==> config.mk <==
export PLATFORM = sky130hd
export DESIGN_NAME = gas_dispense_controller
export DESIGN_NICKNAME = d
export VERILOG_FILES = /design/src/rtl/gas_pump_pkg.sv /design/src/rtl/flow_meter_counter.sv /design/src/rtl/gas_dispense_controller.sv
export SDC_FILE = /design/constraint.sdc
export NUM_CORES = 1
export LEC_CHECK = 0
export CAP_MARGIN = 20
export CORE_MARGIN = 2
export CORE_UTILIZATION = 43
export DETAILED_ROUTE_END_ITERATION = 16
export GPL_TIMING_DRIVEN = 0
export PLACE_DENSITY = 0.71
export SLEW_MARGIN = 10
export SYNTH_ARGS = -nofsm -noshare
export SYNTH_HDL_FRONTEND = slang
export SYNTH_SLANG_ARGS = --single-unit
export TNS_END_PERCENT = 100
==> constraint.sdc <==
create_clock -name clk -period 6 [get_ports clk]
set_input_delay 0.9 -clock clk [delete_from_list [all_inputs] [get_ports clk]]
set_output_delay 0.9 -clock clk [all_outputs]
set_load 0.03 [all_outputs]
==> src/rtl/gas_pump_pkg.sv <==
// Shared types and widths for the gas pump dispensing path.
// Holds the FSM state and stop-reason encodings plus the credit-limit compare.
package gas_pump_pkg;

  localparam int PRICE_W = 8;
  localparam int COST_W  = 16;
  localparam int LITER_W = 8;

  typedef enum logic [1:0] {
    IDLE     = 2'd0,
    CHECK    = 2'd1,
    DISPENSE = 2'd2,
    FINISH   = 2'd3
  } disp_state_t;

  typedef enum logic [1:0] {
    FULL    = 2'd0,
    CREDIT  = 2'd1,
    TIMEOUT = 2'd2,
    ABORT   = 2'd3
  } stop_reason_t;

  // True when one more litre at this price would push the charge past the credit.
  // Done at COST_W+1 bits so cost+price can never wrap.
  function automatic logic credit_exceeded(input logic [COST_W-1:0]  cost,
                                           input logic [PRICE_W-1:0] price,
                                           input logic [PRICE_W-1:0] credit);
    logic [COST_W:0] next_cost;
    logic [COST_W:0] limit;
    next_cost = {1'b0, cost} + {{(COST_W + 1 - PRICE_W){1'b0}}, price};
    limit     = {{(COST_W + 1 - PRICE_W){1'b0}}, credit};
    return next_cost > limit;
  endfunction

endpackage

==> src/rtl/flow_meter_counter.sv <==
// Flow-meter prescaler (pulses -> whole litres) and stall watchdog.
// Counting happens only while enabled; clear wins over everything.
module flow_meter_counter #(
  parameter int unsigned PULSES_PER_LITER = 10,
  parameter int unsigned TIMEOUT_CYCLES   = 1000
) (
  input  logic clk,
  input  logic reset,
  input  logic clear,
  input  logic enable,
  input  logic flow_pulse,
  output logic liter_tick,
  output logic stall
);

  localparam int PCNT_W = $clog2(PULSES_PER_LITER);
  localparam int TCNT_W = $clog2(TIMEOUT_CYCLES);
  localparam logic [PCNT_W-1:0] PCNT_LAST = PCNT_W'(PULSES_PER_LITER - 1);
  localparam logic [TCNT_W-1:0] TCNT_LAST = TCNT_W'(TIMEOUT_CYCLES - 1);

  logic [PCNT_W-1:0] pulse_cnt_q, pulse_cnt_d;
  logic [TCNT_W-1:0] tout_cnt_q, tout_cnt_d;
  logic              pulse_last;
  logic              tout_last;

  assign pulse_last = (pulse_cnt_q == PCNT_LAST);
  assign tout_last  = (tout_cnt_q == TCNT_LAST);
  assign liter_tick = enable & flow_pulse & pulse_last;
  assign stall      = enable & ~flow_pulse & tout_last;

  // NOTE: every variable gets its hold value first, so no branch can leave one unassigned and infer a latch.
  always_comb begin
    pulse_cnt_d = pulse_cnt_q;
    tout_cnt_d  = tout_cnt_q;
    if (clear) begin
      pulse_cnt_d = '0;
      tout_cnt_d  = '0;
    end else if (enable) begin
      if (flow_pulse) begin
        tout_cnt_d  = '0;
        pulse_cnt_d = pulse_last ? '0 : pulse_cnt_q + PCNT_W'(1);
      end else if (!tout_last) begin
        tout_cnt_d = tout_cnt_q + TCNT_W'(1);
      end
    end
  end

  // NOTE: state registers use non-blocking assignments so every flop samples pre-edge values.
  always_ff @(posedge clk or posedge reset) begin
    if (reset) begin
      pulse_cnt_q <= '0;
      tout_cnt_q  <= '0;
    end else begin
      pulse_cnt_q <= pulse_cnt_d;
      tout_cnt_q  <= tout_cnt_d;
    end
  end

endmodule

==> src/rtl/gas_dispense_controller.sv <==
// Closed-loop fuel delivery: opens the valve, counts litres and charge, and stops
// on full tank, credit limit, flow stall or customer abort with a one-cycle done.
module gas_dispense_controller
  import gas_pump_pkg::*;
#(
  parameter int unsigned PULSES_PER_LITER = 10,
  parameter int unsigned TIMEOUT_CYCLES   = 1000
) (
  input  logic               clk,
  input  logic               reset,
  input  logic               start,
  input  logic               abort,
  input  logic [LITER_W-1:0] fuel_to_add,
  input  logic [PRICE_W-1:0] price_per_liter,
  input  logic [PRICE_W-1:0] customer_credit,
  input  logic               flow_pulse,
  output logic               valve_open,
  output logic               busy,
  output logic [LITER_W-1:0] liters_dispensed,
  output logic [COST_W-1:0]  amount_charged,
  output logic [1:0]         stop_reason,
  output logic               done
);

  disp_state_t        state_q, state_d;
  stop_reason_t       reason_q, reason_d;
  logic [LITER_W-1:0] target_q, target_d;
  logic [PRICE_W-1:0] price_q, price_d;
  logic [PRICE_W-1:0] credit_q, credit_d;
  logic [LITER_W-1:0] liters_q, liters_d;
  logic [COST_W-1:0]  charge_q, charge_d;
  logic               valve_q, valve_d;

  logic counter_clear;
  logic counter_enable;
  logic liter_tick;
  logic stall;

  assign counter_clear  = (state_q == IDLE) && start;
  assign counter_enable = (state_q == DISPENSE);

  flow_meter_counter #(
    .PULSES_PER_LITER (PULSES_PER_LITER),
    .TIMEOUT_CYCLES   (TIMEOUT_CYCLES)
  ) u_flow_meter (
    .clk        (clk),
    .reset      (reset),
    .clear      (counter_clear),
    .enable     (counter_enable),
    .flow_pulse (flow_pulse),
    .liter_tick (liter_tick),
    .stall      (stall)
  );

  always_comb begin
    state_d  = state_q;
    reason_d = reason_q;
    target_d = target_q;
    price_d  = price_q;
    credit_d = credit_q;
    liters_d = liters_q;
    charge_d = charge_q;

    unique case (state_q)
      IDLE: begin
        if (start) begin
          target_d = fuel_to_add;
          price_d  = price_per_liter;
          credit_d = customer_credit;
          liters_d = '0;
          charge_d = '0;
          state_d  = CHECK;
        end
      end

      CHECK: begin
        if (target_q == '0) begin
          reason_d = FULL;
          state_d  = FINISH;
        end else if (price_q > credit_q) begin
          reason_d = CREDIT;
          state_d  = FINISH;
        end else begin
          state_d = DISPENSE;
        end
      end

      DISPENSE: begin
        // Abort outranks a coincident pulse, so a partial litre is never billed.
        if (abort) begin
          reason_d = ABORT;
          state_d  = FINISH;
        end else if (liter_tick) begin
          liters_d = liters_q + LITER_W'(1);
          charge_d = charge_q + COST_W'(price_q);
          if (liters_d == target_q) begin
            reason_d = FULL;
            state_d  = FINISH;
          end else if (credit_exceeded(charge_d, price_q, credit_q)) begin
            reason_d = CREDIT;
            state_d  = FINISH;
          end
        end else if (stall) begin
          reason_d = TIMEOUT;
          state_d  = FINISH;
        end
      end

      FINISH: state_d = IDLE;

      default: state_d = IDLE;
    endcase

    valve_d = (state_d == DISPENSE);
  end

  always_ff @(posedge clk or posedge reset) begin
    if (reset) begin
      state_q  <= IDLE;
      reason_q <= FULL;
      target_q <= '0;
      price_q  <= '0;
      credit_q <= '0;
      liters_q <= '0;
      charge_q <= '0;
      valve_q  <= 1'b0;
    end else begin
      state_q  <= state_d;
      reason_q <= reason_d;
      target_q <= target_d;
      price_q  <= price_d;
      credit_q <= credit_d;
      liters_q <= liters_d;
      charge_q <= charge_d;
      valve_q  <= valve_d;
    end
  end

  assign valve_open       = valve_q;
  assign busy             = (state_q != IDLE);
  assign done             = (state_q == FINISH);
  assign liters_dispensed = liters_q;
  assign amount_charged   = charge_q;
  assign stop_reason      = reason_q;

endmodule

======== Yosys cells after proc, flatten, opt, wreduce, memory -nomap -nowiden ========
Cells that the tools add are included.
word-level totals
  flip-flop bits (word level) ............. 67
  latch bits .............................. 0
  memory bits (writable) .................. 0
  bits in read-only memories .............. 0
  bits of input ports ..................... 29
  output and inout bits ................... 29
  memories kept ........................... 0
cells by class
  $add $sub $neg .......................... 5
  $mul .................................... 0
  div/mod/pow operators ................... 0
  order comparisons ....................... 2
  equality and inequality tests ........... 14
  shift operators ......................... 0
  multiplexer cells ....................... 33
  bitwise logic cells ..................... 5
  reduce and logical (&&, ||, !) cells .... 13
operators with widths
  kind                   number
  $mux 16                3
  $mux 10                4
  $pmux 16 s2            1
  $mux 2                 13
  $mux 8                 3
  $add 16x8->17          1
  $gt 17x8->1            1
  $add 16x8->16          1
  $mux 4                 4
  $pmux 8 s2             1
  $add 10x1->10 const B  1
  $eq 10x10->1 const B   1
  $reduce_bool 2->1      5
  $add 8x1->8 const B    1
  $eq 8x8->1             1
  $gt 8x8->1             1
  $logic_not 8->1        1
  $pmux 2 s4             1
  $reduce_and 4->1       2
  $eq 2x2->1 const B     3
  $ne 2x2->1 const B     3
  $ne 3x3->1 const B     2
  $reduce_and 2->1       3
  $ne 5x5->1 const B     1
  10 further kinds       14

======== Logic depth before layout (Yosys ltp) ========
  depth after elaboration ................. 9
  gate-level depth with buffers ........... 21
  gate-level depth less buffers ........... 21

======== Hierarchy ========
Synthesis repeated with hierarchy kept, for this count alone.
second synthesis, totals
  cell total of the unflattened synthesis .. 516
  area, all modules ....................... 4713.3 µm²
modules (own cells, without submodules)
  module                   instances  cells an instance  area an instance (µm²)  seq. area each (µm²)
  gas_dispense_controller  1          427                3923.8                  1326.3
  flow_meter_counter       1          89                 789.5                   350.3

======== Least setup slack after synthesis ========
OpenSTA, ideal clock, no wires.
  path type ............................... reg-to-reg
  start ................................... reg charge_q[0], in the netlist amount_charged[0]
  end ..................................... reg valve_q, in the netlist valve_open
  data arrival time ....................... 4.079 ns
  path slack .............................. 1.854 ns
  cell stages (with the launch flop) ...... 22
  buffers on the path ..................... 0
  period minus slack after synthesis ...... 4.146 ns
  cell sequence ........................... dfrtp_1 ha_1 inv_1 fa_1 nand2b_1 nand2b_1 a21oi_1 xnor2_1 ha_1 nand3_1 o2111ai_1 a21o_1 a21o_1 xor2_1 ha_1 nand4_1 nor2_1 nor2_1 a21o_2 a2111oi_4 a31o_1 and3_1
between the ends
  cells in the longest elaborated chain, start to end .. 9
RTL lines
  element                 RTL line                        RTL
  start, declared         gas_dispense_controller.sv:31   logic [COST_W-1:0] charge_q, charge_d;
  start signal, assigned  gas_dispense_controller.sv:134  charge_q <= charge_d;
  $add 16x8->16           gas_dispense_controller.sv:95   charge_d = charge_q + COST_W'(price_q);
  $add 16x8->17           gas_pump_pkg.sv:30              next_cost = {1'b0, cost} + {{(COST_W + 1 - PRICE_W){1'b0}}, price};
  $gt 17x8->1             gas_pump_pkg.sv:32              return next_cost > limit;
  $mux 2                  gas_dispense_controller.sv:99   end else if (credit_exceeded(charge_d, price_q, credit_q)) begin
  $mux 2                  gas_dispense_controller.sv:96   if (liters_d == target_q) begin
  $mux 2                  gas_dispense_controller.sv:93   end else if (liter_tick) begin
  $mux 2                  gas_dispense_controller.sv:90   if (abort) begin
  $pmux 2 s4              gas_dispense_controller.sv:64   unique case (state_q)
  $eq 2x2->1              gas_dispense_controller.sv:114  valve_d = (state_d == DISPENSE);
  via valve_d             gas_dispense_controller.sv:32   logic valve_q, valve_d;
  end signal, assigned    gas_dispense_controller.sv:135  valve_q <= valve_d;
  end, declared           gas_dispense_controller.sv:32
The timed path passes the listed nets, and every way through them passes these cells.
A chain may end at the register's enable or synchronous reset.

======== Worst setup path in the final report ========
  start ................................... reg price_q[0]
  end ..................................... reg valve_q, in the netlist valve_open
between the ends
  cells in the longest elaborated chain, start to end .. 9
  elaborated cells between the ends (all ways) .. 12
  those cells by class .................... add/sub: 2; order compare: 2; eq/ne: 1; mux: 7
RTL lines
  element                 RTL line                        RTL
  start, declared         gas_dispense_controller.sv:28   logic [PRICE_W-1:0] price_q, price_d;
  start signal, assigned  gas_dispense_controller.sv:131  price_q <= price_d;
  $add 16x8->16           gas_dispense_controller.sv:95
  $add 16x8->17           gas_pump_pkg.sv:30
  $gt 17x8->1             gas_pump_pkg.sv:32
  $mux 2                  gas_dispense_controller.sv:99
  $mux 2                  gas_dispense_controller.sv:96
  $mux 2                  gas_dispense_controller.sv:93
  $mux 2                  gas_dispense_controller.sv:90
  $pmux 2 s4 (*)          gas_dispense_controller.sv:64
  $eq 2x2->1 (*)          gas_dispense_controller.sv:114
  via valve_d             gas_dispense_controller.sv:32
Mark *: on every way through the listed nets, which the timed path passes. The rest lies on a longest branch.

==> reports/qor.yml <==
period_needed_ns: 4.53
max-cap-violations: 0
worstSetupPathType: "register to register"
status: "complete, no violations"
power.leakage_uw: 0.00236
ff2ff_setup_slack_ns: 1.47
die_w_microns: 105
use_met1_pct: 25.4
cts_tree: "yes"
utilization_pct: 54.3
cp.arrival_ns: 4.80
drive_gt1_share_pct: 9.94
fin_cells: 656
fin_crit_sh_pct: 75.5
track_usage_pct: 19.6
hold_viol: 0
worstSkewPairLatency_ns: 0.34
final_cell_area_sq_um: 5330
ctsHtreeMaxLevel: 3
synth_cell_types: 63
diodes: 0
start_util_pct: 44.3
ir_drop_uv: 257
clockBufferDepth: 2
drtAntennaViolNets: 0
hp-class: "register to register"
regArea_sq_um: 1680
worst_slew_pin_slew_ns: 0.628
power_frac_seq_pct: 26.3
synth_edf_count: 0
p_comb_share_pct: 58.8
cp_data_required_time_ns: 6.27
endpoint_kind: "register"
postCtsSetupBuffers: 0
remaining_drc_errors: 0
coreArea_sq_um: 9820
firstDrtPassIters: 4
placed_area_sq_um: 5120
p_int_uw: 1550
cts_resized: 0
synth_top_area_share_pct: 38.5
finalSetupTns_ns: 0
async_reset_ff_share_pct: 100
grt_antenna_before_repair: 0
io_buffers: 57
grt_overflow_total: 0
vias: 3614
synthCells: 450
dieArea_sq_um: 10900
synth_nets: 519
routed_wirelength_microns: 9940
ys_seq_area_share_pct: 38.5
yosys-top-cells-area: "dfrtp_1 39%, ha_1 11%, xnor2_1 4.0%, mux2_2 3.9%, o21ai_0 3.7%"
die_height_microns: 105
max_freq_mhz: 221
worstSetupStartpointType: "register"
cp_max_fo: 6
yosys.area.top_type: "dfrtp_1"
multi_input_area_sq_um: 2540
grt_pass1_wl_microns: 17600
hpwlAfterDp_microns: 7570
cts.sinks: 67
post_drt_via_cell_ratio: 5.51
use_met2_pct: 32.9
clk_pin_slew_worst_paths_ns: 0.07
grt.met3_usage_pct: 4.12
synth_seq_cells: 67
ios: 58
power_density_nw_per_um2: 507
switching_power_uw: 1150
synth_warnings: 0
clkPwrFrac_pct: 14.9
relSlewSlack_pct: 58.1
setup_violations: 0
netSwitchingFraction_pct: 42.6
wl_per_cell_microns: 15.1
syn2layout_area_growth_pct: 22.5
rsz0062_at_grt: "no"
cts_made_buffers: 9
drt-initial-drc-count: 159
top_usage_layer: "met2"
core.rowCount: 36
syn-cell-area_sq_um: 4350
grt_pass1_vias: 3668
hold_ws_ns: 0.539
n_fill_cell: 909
slew_viol_final: 0
cts_hold_buf: 0
gp_congestion: 0.892
synthFlopType: "dfrtp_1"
skew_ns: 0.00827
syn_area_per_cell_sq_um: 9.67
dp_cells: 641
grt_max_degree: 57
cts_root_buffer: "clkbuf_8"
nNetsFinal: 588
worst max-delay path, cell delays in order (launching register included):
cell       delay (ns)
dfrtp_1          0.42
ha_1             0.24
inv_1            0.07
fa_1             0.41
nand2b_1         0.20
nand2b_1         0.08
a21oi_1          0.07
xnor2_1          0.22
ha_1             0.34
nand3_1          0.10
o2111ai_1        0.17
a21o_1           0.23
a21o_1           0.21
xor2_1           0.16
ha_1             0.30
nand4_1          0.10
nor2_1           0.11
nor2_1           0.05
a21o_2           0.21
a2111oi_4        0.33
a31o_1           0.24
and3_1           0.20
cells in the mapped netlist (all sizes together), types with 6 or more instances:
| library cell | instances |
|---|---|
| nand3 | 19 |
| nor3 | 6 |
| xor2 | 16 |
| inv | 25 |
| o21ai | 34 |
| clkbuf | 7 |
| a21oi | 16 |
| dfrtp | 67 |
| a22o | 13 |
| nor2 | 39 |
| nand2 | 38 |
| ha | 38 |
| xnor2 | 20 |
| a21o | 7 |
| nand4 | 7 |
| mux2 | 16 |
| o21a | 7 |
per-stage QoR:
step | worst slack (ns) | power (uW)
CTS | 1.48 | 2720
detailed placement | 1.51 | 2300
global placement | 1.59 | 2240
floorplan | 1.85 | 1910
global route | 1.14 | 2970
finish | 1.47 | 2710
cell families after synthesis:
group	synth area share (%)
compound gates	18.3
xor+xnor	7.25
fa+ha+maj	11.8
buf+inv	3.16
flops	38.5
mux	4.92
simple gates	16.0
cell type report:
cell class / instances / share of cell area (%)
Multi-Input combinational cell: 347 / 47.6
Timing Repair Buffer: 58 / 11.2
Clock inverter: 1 / 0.563
Clock buffer: 14 / 3.43
Sequential cell: 67 / 31.4
Buffer: 11 / 0.821
Tap cell: 133 / 3.12
Inverter: 25 / 1.81
metal layers:
| metal | vias up | routed length, microns |
|---|---|---|
| met5 | - | 0 |
| met2 | 93 | 4780 |
| li1 | 1745 | - |
| met3 | 16 | 452 |
| met4 | 0 | 169 |
| met1 | 1760 | 4540 |
placed cells by master (no fill, tap or decap), types with 12 or more instances in the layout:
master           Yosys  layout
clkbuf_8             0      13
clkdlybuf4s50_1      0      57
nand2_1             37      37
nor2_1              38      38
inv_1               25      24
mux2_2              15      15
nand3_1             19      19
a22o_1              12      12
ha_1                38      38
dfrtp_1             67      67
xnor2_1             20      20
xor2_1              16      16
o21ai_0             32      32
a21oi_1             13      13
final timing paths:
check | startpoint | end | cells after the start
min | amount_charged[6]$_DFFE_PP0P_ | amount_charged[6]$_DFFE_PP0P_ | 1
min reg2reg | amount_charged[6]$_DFFE_PP0P_ | amount_charged[6]$_DFFE_PP0P_ | 1
max reg2reg | price_q[0]$_DFFE_PP0P_ | valve_open$_DFF_PP0_ | 21
min in group asynchronous | reset | price_q[5]$_DFFE_PP0P_ | 2
max | price_q[0]$_DFFE_PP0P_ | valve_open$_DFF_PP0_ | 21
max in group asynchronous | reset | amount_charged[9]$_DFFE_PP0P_ | 3
power by group through the flow:
stage               clock network, uW  registers, uW  logic, uW
floorplan                           0            708       1210
global placement                    0            716       1530
detailed placement                  0            718       1580
CTS                               413            712       1600
global route                      434            731       1810
finish                            402            711       1590
sequential cells by signal (all words and copies together), names as in the netlist:
name / flops
credit_q: 8
valve_open: 1
price_q: 8
target_q: 8
amount_charged: 16
liters_dispensed: 8
u_flow_meter.tout_cnt_q: 10
stop_reason: 2
u_flow_meter.pulse_cnt_q: 4
state_q: 2
(Power assumes the default switching activity.)
